`src/rtl/sdram_port_arbiter_pkg.sv`:
```
// sdram_arb_pkg
//   Shared definitions for the SDRAM port arbiter slice: the transaction
//   state encoding, default geometry (port count, address and data widths)
//   and the arbitration mode selectors.
//   No ports; imported by the interface, the arbiter core and the top.
package sdram_arb_pkg;

  // IDLE waits for a request, XFER holds RD/WR until the controller
  // answers, ACK is the single completion cycle seen by the winning port.
  typedef enum logic [1:0] {
    IDLE = 2'd0,
    XFER = 2'd1,
    ACK  = 2'd2
  } arb_state_e;

  localparam int DEF_NPORTS = 4;
  localparam int DEF_AW     = 22;
  localparam int DEF_DW     = 16;

  // Arbitration modes: lowest index always wins, or rotate from the
  // port after the last grant.
  localparam int ARB_FIXED = 0;
  localparam int ARB_RR    = 1;

endpackage

```
`src/rtl/sdram_port_arbiter_if.sv`:
```
// sdram_port_arbiter_if
//   Bundles the per-port request/acknowledge signals and the single-word
//   SDRAM controller signals that the arbiter sits between.
//   Ports (as interface members):
//     iREQ/iWE/iADDR/iWDATA   requester side, one lane per port
//     oACK/oRDATA/oBUSY/oGNT  completion, read-data bank, status
//     oSDR_ADDR/oSDR_WDATA/oSDR_RD/oSDR_WR  command to the controller
//     iSDR_RDATA/iSDR_DONE    response from the controller
//   Modports:
//     master  the environment (clients plus controller) driving the arbiter
//     slave   the arbiter itself
interface sdram_port_arbiter_if
  import sdram_arb_pkg::*;
#(
  parameter int NPORTS = DEF_NPORTS,
  parameter int AW     = DEF_AW,
  parameter int DW     = DEF_DW
);

  logic [NPORTS-1:0]    iREQ;
  logic [NPORTS-1:0]    iWE;
  logic [NPORTS*AW-1:0] iADDR;
  logic [NPORTS*DW-1:0] iWDATA;
  logic [NPORTS-1:0]    oACK;
  logic [NPORTS*DW-1:0] oRDATA;
  logic                 oBUSY;
  logic [NPORTS-1:0]    oGNT;
  logic [AW-1:0]        oSDR_ADDR;
  logic [DW-1:0]        oSDR_WDATA;
  logic                 oSDR_RD;
  logic                 oSDR_WR;
  logic [DW-1:0]        iSDR_RDATA;
  logic                 iSDR_DONE;

  modport master (
    output iREQ, iWE, iADDR, iWDATA, iSDR_RDATA, iSDR_DONE,
    input  oACK, oRDATA, oBUSY, oGNT, oSDR_ADDR, oSDR_WDATA, oSDR_RD, oSDR_WR
  );

  modport slave (
    input  iREQ, iWE, iADDR, iWDATA, iSDR_RDATA, iSDR_DONE,
    output oACK, oRDATA, oBUSY, oGNT, oSDR_ADDR, oSDR_WDATA, oSDR_RD, oSDR_WR
  );

endinterface

```
`src/rtl/sdram_port_arbiter_rr.sv`:
```
// rr_arbiter
//   Combinational winner selection. Produces a one-hot grant from the
//   request vector. In fixed mode the search starts at port 0, so the
//   lowest active index wins. In round-robin mode the search starts at
//   ptr and wraps, so the first active port at or after ptr wins.
//   Ports:
//     req  in   per-port request levels
//     ptr  in   round-robin start index (ignored in fixed mode)
//     gnt  out  one-hot winner, all zero when nothing is requested
module rr_arbiter
  import sdram_arb_pkg::*;
#(
  parameter int NPORTS   = DEF_NPORTS,
  parameter int ARB_MODE = ARB_RR
) (
  input  logic [NPORTS-1:0]         req,
  input  logic [$clog2(NPORTS)-1:0] ptr,
  output logic [NPORTS-1:0]         gnt
);

  localparam int PW = $clog2(NPORTS);

  // Walk the ports once starting at the chosen origin; the index wraps
  // explicitly so non-power-of-two port counts never reach unused codes.
  always_comb begin
    logic [PW-1:0] idx;
    logic          found;
    gnt   = '0;
    found = 1'b0;
    idx   = (ARB_MODE == ARB_FIXED) ? '0 : ptr;
    for (int k = 0; k < NPORTS; k++) begin
      if (!found && req[idx]) begin
        gnt[idx] = 1'b1;
        found    = 1'b1;
      end
      idx = (idx == PW'(NPORTS - 1)) ? '0 : idx + 1'b1;
    end
  end

endmodule

```
`src/rtl/sdram_port_arbiter.sv`:
```
// sdram_port_arbiter
//   Shares one single-word SDRAM controller (RD/WR held until DONE) among
//   NPORTS requesters with a request/acknowledge handshake per port.
//   Each transaction latches the winner's command, holds RD or WR until
//   the controller reports DONE, then pulses the winner's ACK for one
//   cycle. Read data is kept per port in a holding register bank.
//   Ports:
//     iCLK  in  system clock, rising edge
//     iRST  in  synchronous active-high reset
//     bus   sdram_port_arbiter_if.slave: requester lanes, status and the
//           controller command/response signals
module sdram_port_arbiter
  import sdram_arb_pkg::*;
#(
  parameter int NPORTS   = DEF_NPORTS,
  parameter int AW       = DEF_AW,
  parameter int DW       = DEF_DW,
  parameter int ARB_MODE = ARB_RR
) (
  input logic                 iCLK,
  input logic                 iRST,
  sdram_port_arbiter_if.slave bus
);

  localparam int PW = $clog2(NPORTS);

  arb_state_e           state_q, state_d;
  logic [NPORTS-1:0]    gnt_q, gnt_d;
  logic                 we_q, we_d;
  logic [AW-1:0]        addr_q, addr_d;
  logic [DW-1:0]        wdata_q, wdata_d;
  logic                 rd_q, rd_d;
  logic                 wr_q, wr_d;
  logic [NPORTS-1:0]    ack_q, ack_d;
  logic                 busy_q, busy_d;
  logic [NPORTS*DW-1:0] rdata_q, rdata_d;
  logic [PW-1:0]        ptr_q, ptr_d;

  logic [NPORTS-1:0]    win_gnt;
  logic [PW-1:0]        win_idx;
  logic [AW-1:0]        sel_addr;
  logic [DW-1:0]        sel_wdata;
  logic                 sel_we;

  rr_arbiter #(
    .NPORTS   (NPORTS),
    .ARB_MODE (ARB_MODE)
  ) u_arb (
    .req (bus.iREQ),
    .ptr (ptr_q),
    .gnt (win_gnt)
  );

  // Steer the winning port's command lane; the one-hot grant guarantees
  // at most one lane is picked.
  always_comb begin
    sel_addr  = '0;
    sel_wdata = '0;
    sel_we    = 1'b0;
    win_idx   = '0;
    for (int p = 0; p < NPORTS; p++) begin
      if (win_gnt[p]) begin
        sel_addr  = bus.iADDR[p*AW +: AW];
        sel_wdata = bus.iWDATA[p*DW +: DW];
        sel_we    = bus.iWE[p];
        win_idx   = PW'(p);
      end
    end
  end

  // Transaction sequencing. Only the latched command regs feed the
  // controller, so other ports' inputs cannot disturb a transfer. DONE
  // is only looked at in XFER, so a stray DONE elsewhere is harmless.
  always_comb begin
    state_d = state_q;
    gnt_d   = gnt_q;
    we_d    = we_q;
    addr_d  = addr_q;
    wdata_d = wdata_q;
    rd_d    = rd_q;
    wr_d    = wr_q;
    ack_d   = '0;
    busy_d  = busy_q;
    rdata_d = rdata_q;
    ptr_d   = ptr_q;
    case (state_q)
      IDLE: begin
        if (|bus.iREQ) begin
          gnt_d   = win_gnt;
          we_d    = sel_we;
          addr_d  = sel_addr;
          wdata_d = sel_wdata;
          rd_d    = ~sel_we;
          wr_d    = sel_we;
          busy_d  = 1'b1;
          ptr_d   = (win_idx == PW'(NPORTS - 1)) ? '0 : win_idx + 1'b1;
          state_d = XFER;
        end
      end
      XFER: begin
        if (bus.iSDR_DONE) begin
          rd_d  = 1'b0;
          wr_d  = 1'b0;
          ack_d = gnt_q;
          if (!we_q) begin
            for (int p = 0; p < NPORTS; p++) begin
              if (gnt_q[p]) begin
                rdata_d[p*DW +: DW] = bus.iSDR_RDATA;
              end
            end
          end
          state_d = ACK;
        end
      end
      ACK: begin
        busy_d  = 1'b0;
        state_d = IDLE;
      end
      default: begin
        state_d = IDLE;
      end
    endcase
  end

  // All state and outputs register here; reset clears everything,
  // including a transfer that is in flight.
  always_ff @(posedge iCLK) begin
    if (iRST) begin
      state_q <= IDLE;
      gnt_q   <= '0;
      we_q    <= 1'b0;
      addr_q  <= '0;
      wdata_q <= '0;
      rd_q    <= 1'b0;
      wr_q    <= 1'b0;
      ack_q   <= '0;
      busy_q  <= 1'b0;
      rdata_q <= '0;
      ptr_q   <= '0;
    end else begin
      state_q <= state_d;
      gnt_q   <= gnt_d;
      we_q    <= we_d;
      addr_q  <= addr_d;
      wdata_q <= wdata_d;
      rd_q    <= rd_d;
      wr_q    <= wr_d;
      ack_q   <= ack_d;
      busy_q  <= busy_d;
      rdata_q <= rdata_d;
      ptr_q   <= ptr_d;
    end
  end

  assign bus.oACK       = ack_q;
  assign bus.oRDATA     = rdata_q;
  assign bus.oBUSY      = busy_q;
  assign bus.oGNT       = gnt_q;
  assign bus.oSDR_ADDR  = addr_q;
  assign bus.oSDR_WDATA = wdata_q;
  assign bus.oSDR_RD    = rd_q;
  assign bus.oSDR_WR    = wr_q;

endmodule

```
`src/flat_wrapper.sv`:
```
// flat-port wrapper written by rule: the top's interface ports become plain ports
module sdram_port_arbiter_flat import sdram_arb_pkg::*;
#(
  parameter int NPORTS   = DEF_NPORTS,
  parameter int AW       = DEF_AW,
  parameter int DW       = DEF_DW,
  parameter int ARB_MODE = ARB_RR
)
  (iCLK, iRST, bus_iREQ, bus_iWE, bus_iADDR, bus_iWDATA, bus_iSDR_RDATA, bus_iSDR_DONE, bus_oACK, bus_oRDATA, bus_oBUSY, bus_oGNT, bus_oSDR_ADDR, bus_oSDR_WDATA, bus_oSDR_RD, bus_oSDR_WR);
  sdram_port_arbiter_if #(.NPORTS(NPORTS), .AW(AW), .DW(DW)) bus_i ();
  input logic iCLK;
  input logic iRST;
  input wire logic [$bits(bus_i.iREQ)-1:0] bus_iREQ;
  input wire logic [$bits(bus_i.iWE)-1:0] bus_iWE;
  input wire logic [$bits(bus_i.iADDR)-1:0] bus_iADDR;
  input wire logic [$bits(bus_i.iWDATA)-1:0] bus_iWDATA;
  input wire logic [$bits(bus_i.iSDR_RDATA)-1:0] bus_iSDR_RDATA;
  input wire logic [$bits(bus_i.iSDR_DONE)-1:0] bus_iSDR_DONE;
  output wire logic [$bits(bus_i.oACK)-1:0] bus_oACK;
  output wire logic [$bits(bus_i.oRDATA)-1:0] bus_oRDATA;
  output wire logic [$bits(bus_i.oBUSY)-1:0] bus_oBUSY;
  output wire logic [$bits(bus_i.oGNT)-1:0] bus_oGNT;
  output wire logic [$bits(bus_i.oSDR_ADDR)-1:0] bus_oSDR_ADDR;
  output wire logic [$bits(bus_i.oSDR_WDATA)-1:0] bus_oSDR_WDATA;
  output wire logic [$bits(bus_i.oSDR_RD)-1:0] bus_oSDR_RD;
  output wire logic [$bits(bus_i.oSDR_WR)-1:0] bus_oSDR_WR;
  assign bus_i.iREQ = bus_iREQ;
  assign bus_i.iWE = bus_iWE;
  assign bus_i.iADDR = bus_iADDR;
  assign bus_i.iWDATA = bus_iWDATA;
  assign bus_i.iSDR_RDATA = bus_iSDR_RDATA;
  assign bus_i.iSDR_DONE = bus_iSDR_DONE;
  assign bus_oACK = bus_i.oACK;
  assign bus_oRDATA = bus_i.oRDATA;
  assign bus_oBUSY = bus_i.oBUSY;
  assign bus_oGNT = bus_i.oGNT;
  assign bus_oSDR_ADDR = bus_i.oSDR_ADDR;
  assign bus_oSDR_WDATA = bus_i.oSDR_WDATA;
  assign bus_oSDR_RD = bus_i.oSDR_RD;
  assign bus_oSDR_WR = bus_i.oSDR_WR;
  sdram_port_arbiter #(.NPORTS(NPORTS), .AW(AW), .DW(DW), .ARB_MODE(ARB_MODE)) u_core (.iCLK(iCLK), .iRST(iRST), .bus(bus_i));
endmodule
```
`config.mk`:
```
export PLATFORM = sky130hd
export DESIGN_NAME = sdram_port_arbiter_flat
export DESIGN_NICKNAME = d
export VERILOG_FILES = /design/src/rtl/sdram_port_arbiter_pkg.sv /design/src/rtl/sdram_port_arbiter_if.sv /design/src/rtl/sdram_port_arbiter_rr.sv /design/src/rtl/sdram_port_arbiter.sv /design/src/flat_wrapper.sv
export SDC_FILE = /design/constraint.sdc
export NUM_CORES = 1
export LEC_CHECK = 0
export CORE_AREA = 2 2 119 121
export CTS_CLUSTER_SIZE = 20
export DETAILED_ROUTE_END_ITERATION = 10
export DIE_AREA = 0 0 121 123
export GPL_TIMING_DRIVEN = 1
export PLACE_DENSITY = 0.82
export SLEW_MARGIN = 15
export SYNTH_ARGS = -nofsm -noshare
export SYNTH_HDL_FRONTEND = slang
export SYNTH_SLANG_ARGS = --single-unit
```
`constraint.sdc`:
```
create_clock -name iCLK -period 5.8 [get_ports iCLK]
set_input_delay 1.16 -clock iCLK [delete_from_list [all_inputs] [get_ports iCLK]]
set_output_delay 1.16 -clock iCLK [all_outputs]
set_load 0.01 [all_outputs]
```
**Yosys cells after proc, flatten, opt, wreduce, memory -nomap -nowiden**

Index checks and enable logic that the tools add are counted.
Widths: inputs -> output; s select.

- Bits in registers: 118
- Word-level logic and storage cells: 116
- Bits of input ports: 179
- Output and inout bits: 113

- Reduce and logical (&&, ||, !) cells: 23
- Equality and inequality tests: 8
- Magnitude comparators: 8
- Muxes and demuxes: 52
- Bitwise operators: 7
- Add/sub/neg operators: 4

Operator list:

| operator | number |
|---|---|
| $mux 22 | 4 |
| $mux 16 | 4 |
| $mux 1 | 20 |
| $mux 2 | 8 |
| $mux 4 | 4 |
| $reduce_and 4->1 | 4 |
| $lt 2x3->1 const B | 4 |
| $or 4x4->4 | 3 |
| $eq 2x2->1 const B | 5 |
| $add 2x1->2 const B | 4 |
| $bmux 1 s2 | 4 |
| $demux 1 s2 | 4 |
| $ge 2x1->1 const B | 4 |
| $logic_and 1x1->1 | 7 |
| $pmux 1 s2 | 3 |
| $reduce_and 2->1 | 3 |
| $not 1->1 | 4 |
| $pmux 2 s2 | 1 |
| $reduce_bool 2->1 | 2 |
| $reduce_or 4->1 | 1 |
| $logic_not 1->1 | 3 |
| $reduce_and 3->1 | 1 |
| $reduce_or 3->1 | 1 |
| $eq 2x1->1 const B | 1 |
| other kinds (3) | 3 |

**Depth between registers and ports, before layout**

- Depth in word-level cells: 19
- Gate-level depth with buffers: 13
- Mapped depth without buffers: 9

**By module**

From an unflattened synthesis, not the netlist that was laid out.

- Cells, all modules: 700
- Area, all modules: 6254.7 sq um

By module, submodules not included:

| module | seq. area each (sq um) | cells an instance | instances | area an instance (sq um) |
|---|---|---|---|---|
| sdram_port_arbiter | 2362.3 | 655 | 1 | 5875.6 |
| rr_arbiter | 0.0 | 45 | 1 | 379.1 |

**Worst setup path before layout**

OpenSTA, ideal clock, no wires.

- Path kind: input to register
- Start: input port bus_iREQ[3]
- End: register u_core.addr_q[17] (netlist: u_core.bus.oSDR_ADDR[17])
- Path slack: 2.633 ns
- Path buffers: 2
- Required time: 5.677 ns
- Setup time: 0.123 ns
- Data arrival time: 3.044 ns
- Cell stages on the path: 9
- Cell sequence: mux4_2 > nand2_1 > o21ai_1 > a311o_2 > buf_6 > buf_6 > a221o_1 > a221oi_2 > a21oi_1

- Word-level cells in the longest chain between the ends: 16
- Elaborated cells between the ends (all ways): 30
- Those cells by class: 19 x mux; 3 x bitwise; 8 x reduce/logical

RTL lines:

| element | line | RTL |
|---|---|---|
| start: declaration | flat_wrapper.sv:13 | `input wire logic [$bits(bus_i.iREQ)-1:0] bus_iREQ;` |
| $bmux 1 s2 | sdram_port_arbiter_rr.sv:32 | `if (!found && req[idx]) begin` |
| $mux 1 (implied by the code) | sdram_port_arbiter_rr.sv:32 |  |
| $mux 1 | sdram_port_arbiter_rr.sv:32 |  |
| $logic_not 1->1 | sdram_port_arbiter_rr.sv:32 |  |
| $logic_and 1x1->1 | sdram_port_arbiter_rr.sv:32 |  |
| $mux 1 | sdram_port_arbiter_rr.sv:32 |  |
| $logic_not 1->1 | sdram_port_arbiter_rr.sv:32 |  |
| $logic_and 1x1->1 | sdram_port_arbiter_rr.sv:32 |  |
| $mux 1 | sdram_port_arbiter_rr.sv:32 |  |
| $logic_not 1->1 | sdram_port_arbiter_rr.sv:32 |  |
| $logic_and 1x1->1 | sdram_port_arbiter_rr.sv:32 |  |
| $mux 4 | sdram_port_arbiter_rr.sv:32 |  |
| $mux 22 (4 in a row) | sdram_port_arbiter.sv:62 | `if (win_gnt[p]) begin` |
| end signal: assignment | sdram_port_arbiter.sv:144 | `addr_q <= addr_d;` |
| end: declaration | sdram_port_arbiter.sv:30 | `logic [AW-1:0] addr_q, addr_d;` |

Several ways; a longest one is shown, not always the timed one. The select of a mux whose other input is x is not followed.
A chain may end at the register's enable or synchronous reset.

**Final worst setup path**

- Start: input port bus_iREQ[3]
- End: register u_core.addr_q[2] (netlist: u_core.bus.oSDR_ADDR[2])

The elaborated chain is that of the path after synthesis.

==> out/summary.txt <==
status = completed
Worst setup SP type = input port
clock-pin slew on the worst setup and hold paths = 0.06 ns
largest net degree at the start of global routing = 77
I/O Pins = 292
RSZ-0062 raised after global routing = false
share of layout cells above drive strength 1 = 0.07545
FMAX = 238.8 MHz
worst slew pin tran = 0.9089 ns
CP max-delay cell = a311o_2
Die Y = 123 um
Async SR Flop Fraction = 0
total CTS buffers = 17
worst path cell trace = clkdlybuf4s50_1, mux2i_1, nand2_1, o22ai_1, a311o_2, nor2_4, buf_4, a221oi_1, a21oi_1
final hold vios = 0
Max clock buf depth = 2
critical path arrival = 4.48 ns
final core occ = 0.6665
Via density = 5.619
first-pass GRT wire length = 31760 um
Clock Skew = 0.007720 ns
final net count = 1114
CP top delay family = compound AO/OA/AOI/OAI gates
most frequent cells in the layout = 290 x clkdlybuf4s50_1, 181 x nand2_1, 118 x dfxtp_1
Final WS setup = 1.612 ns
Tot Pwr = 4318 uW
commonest non-fill, non-tap cell in the layout = clkdlybuf4s50_1
Clk Latency, worst-skew pair = 0.42 ns
hold_buf cts = 0
ANT nets after route = 0
Pre-antenna DRT Iters = 5
area grow syn2layout = 64.98%
CTS tree = yes
initial antenna violation count = 0
peak supply drop = 0.0002326 V
CTS Sinks = 118
GR Overflow Total = 0
min-delay worst type = flip-flop to flip-flop
Via Count = 6299
path length in cells of the critical path = 9
pwr/cell area = 476.0 nW/um^2
Leak = 0.003129 uW
GPL Wtd Cong = 0.8827
row cnt = 43
DRC = 0
Port-buffer cells = 291
Initial Utilization = 0.4040
Critical Path Max Stage Delay = 0.91 ns
die footprint = 14880 sq um
clock root buffer = clkbuf_16
Placed Cells incl. Taps = 1090
crit end category = flip-flop
H-tree depth = 4
total wire length = 20730 um
Yosys Warn Count = 0
Rel. slew slack = 0.3941
pre-CTS setup slack = 1.273 ns
post-synth cell types = 46
count of final setup violators = 0
Final Cycle Share = 0.7220
syn nets = 849
post-cts repair resize count = 0
Max Slew Vio Count = 0
final cell count without fillers = 1121
Starting DRT DRC Count = 457
drt wl/cell = 18.49 um
DIE WIDTH = 121 um
Most used DFF post-synth = dfxtp_1
vias in the first global route = 5984
Post-synth EDFFs = 0
mean area per synthesized cell = 8.282 sq um
register area share after synthesis = 0.4296
required time worst endpoint = 6.09 ns
CP max FO = 41
Post-CTS Setup Bufs = 0
setup total negative slack = 0 ns
total track usage = 0.2738
cells on worst reg2reg path = 10
ANT cells = 0
minimum clock period = 4.188 ns
WHS Path Cells = 2
core box area = 13610 sq um
dpl hpwl = 14920 um
max-capacitance violation count = 0
Synth Register Bits = 118
Gate Count Post-Synth = 664
fillers = 1083
synthesized area = 5499 sq um
Worst Path Buf+Inv = 2
Crit Path Class = input port to flip-flop
[cells by family after synthesis]
| kind of cell | after synthesis | share of synthesized area |
|---|---|---|
| mux | 4 | 0.01274 |
| simple gates | 233 | 0.1759 |
| fa+ha+maj | 6 | 0.01365 |
| flops | 118 | 0.4296 |
| buf+inv | 58 | 0.04915 |
| compound gates | 245 | 0.3190 |
[report_power, final]
part           switching (uW)  internal (uW)  total, uW  leakage [uW]
Combinational            1090           1040       2130       0.00190
Clock                     389            672       1060      0.000271
Sequential                152            977       1130      0.000959
Total                    1630           2680       4320       0.00313
[per-stage QoR]
step	hold WS (ns)	area, sq um
finish	0.4514	9072
global route	0.4651	9072
CTS	0.4535	9072
detailed placement	0.4460	8484
global placement	0.4407	8484
floorplan	0.4361	5499
[sequential cells by signal, indices dropped and copies added, names as in the netlist]
name	flops
u_core.state_q	2
u_core.bus.oSDR_WDATA	16
u_core.bus.oACK	4
u_core.bus.oSDR_RD	1
u_core.bus.oGNT	4
u_core.ptr_q	2
u_core.we_q	1
u_core.bus.oSDR_WR	1
u_core.bus.oSDR_ADDR	22
u_core.bus.oRDATA	64
u_core.bus.oBUSY	1
[final timing paths]
path,start,endpoint,slack [ns]
worst max-delay path,bus_iREQ[3],u_core.bus.oSDR_ADDR[2],1.61
worst min-delay path,u_core.bus.oRDATA[52],u_core.bus.oRDATA[52],0.45
worst max register to register,u_core.ptr_q[0],u_core.bus.oSDR_ADDR[2],1.72
worst min register to register,u_core.bus.oRDATA[52],u_core.bus.oRDATA[52],0.45
[synth_stat cells, drive strengths merged, types with 2 or more instances]
cell,count,share of area
nand2,181,0.12
dfxtp,118,0.43
a21oi,108,0.098
clkbuf,42,0.029
o21ai,42,0.038
a221o,39,0.071
a221oi,39,0.085
nor2,18,0.012
buf,13,0.018
and2,9,0.010
ha,6,0.014
nor3,6,0.0055
a211oi,4,0.0055
nand2b,4,0.0045
inv,3,0.0020
a311o,2,0.0039
a311oi,2,0.0043
and3,2,0.0023
and3b,2,0.0032
mux4,2,0.0082
nor3b,2,0.0027
or3,2,0.0023
[final cells by class]
class	instances	area, sq um	area share
clock buffer	19	432.9	0.04772
clock inverter	12	155.1	0.01710
inverter	3	11.26	0.001241
multi-input combinational	488	2903	0.3200
sequential	118	2362	0.2604
tap	180	225.2	0.02482
timing repair buffer	301	2983	0.3288
[metal layers]
layer  share of wire  up-vias  track usage
met4           0.049        0       0.1512
met5               0        -            0
li1                -     2947            -
met2            0.49      328       0.4568
met3           0.073       66      0.06827
met1            0.39     2958       0.3231
[worst reg2reg max path: stages, from the launching register on]
cell and delay, ns:
dfxtp_1 0.60, inv_1 0.21, ha_1 0.32, o21bai_1 0.31, a21oi_1 0.13, o22ai_1 0.53
a311o_2 0.91, nor2_4 0.18, buf_4 0.31, a221oi_1 0.38, a21oi_1 0.06
Power figures use the tool's default switching activity.
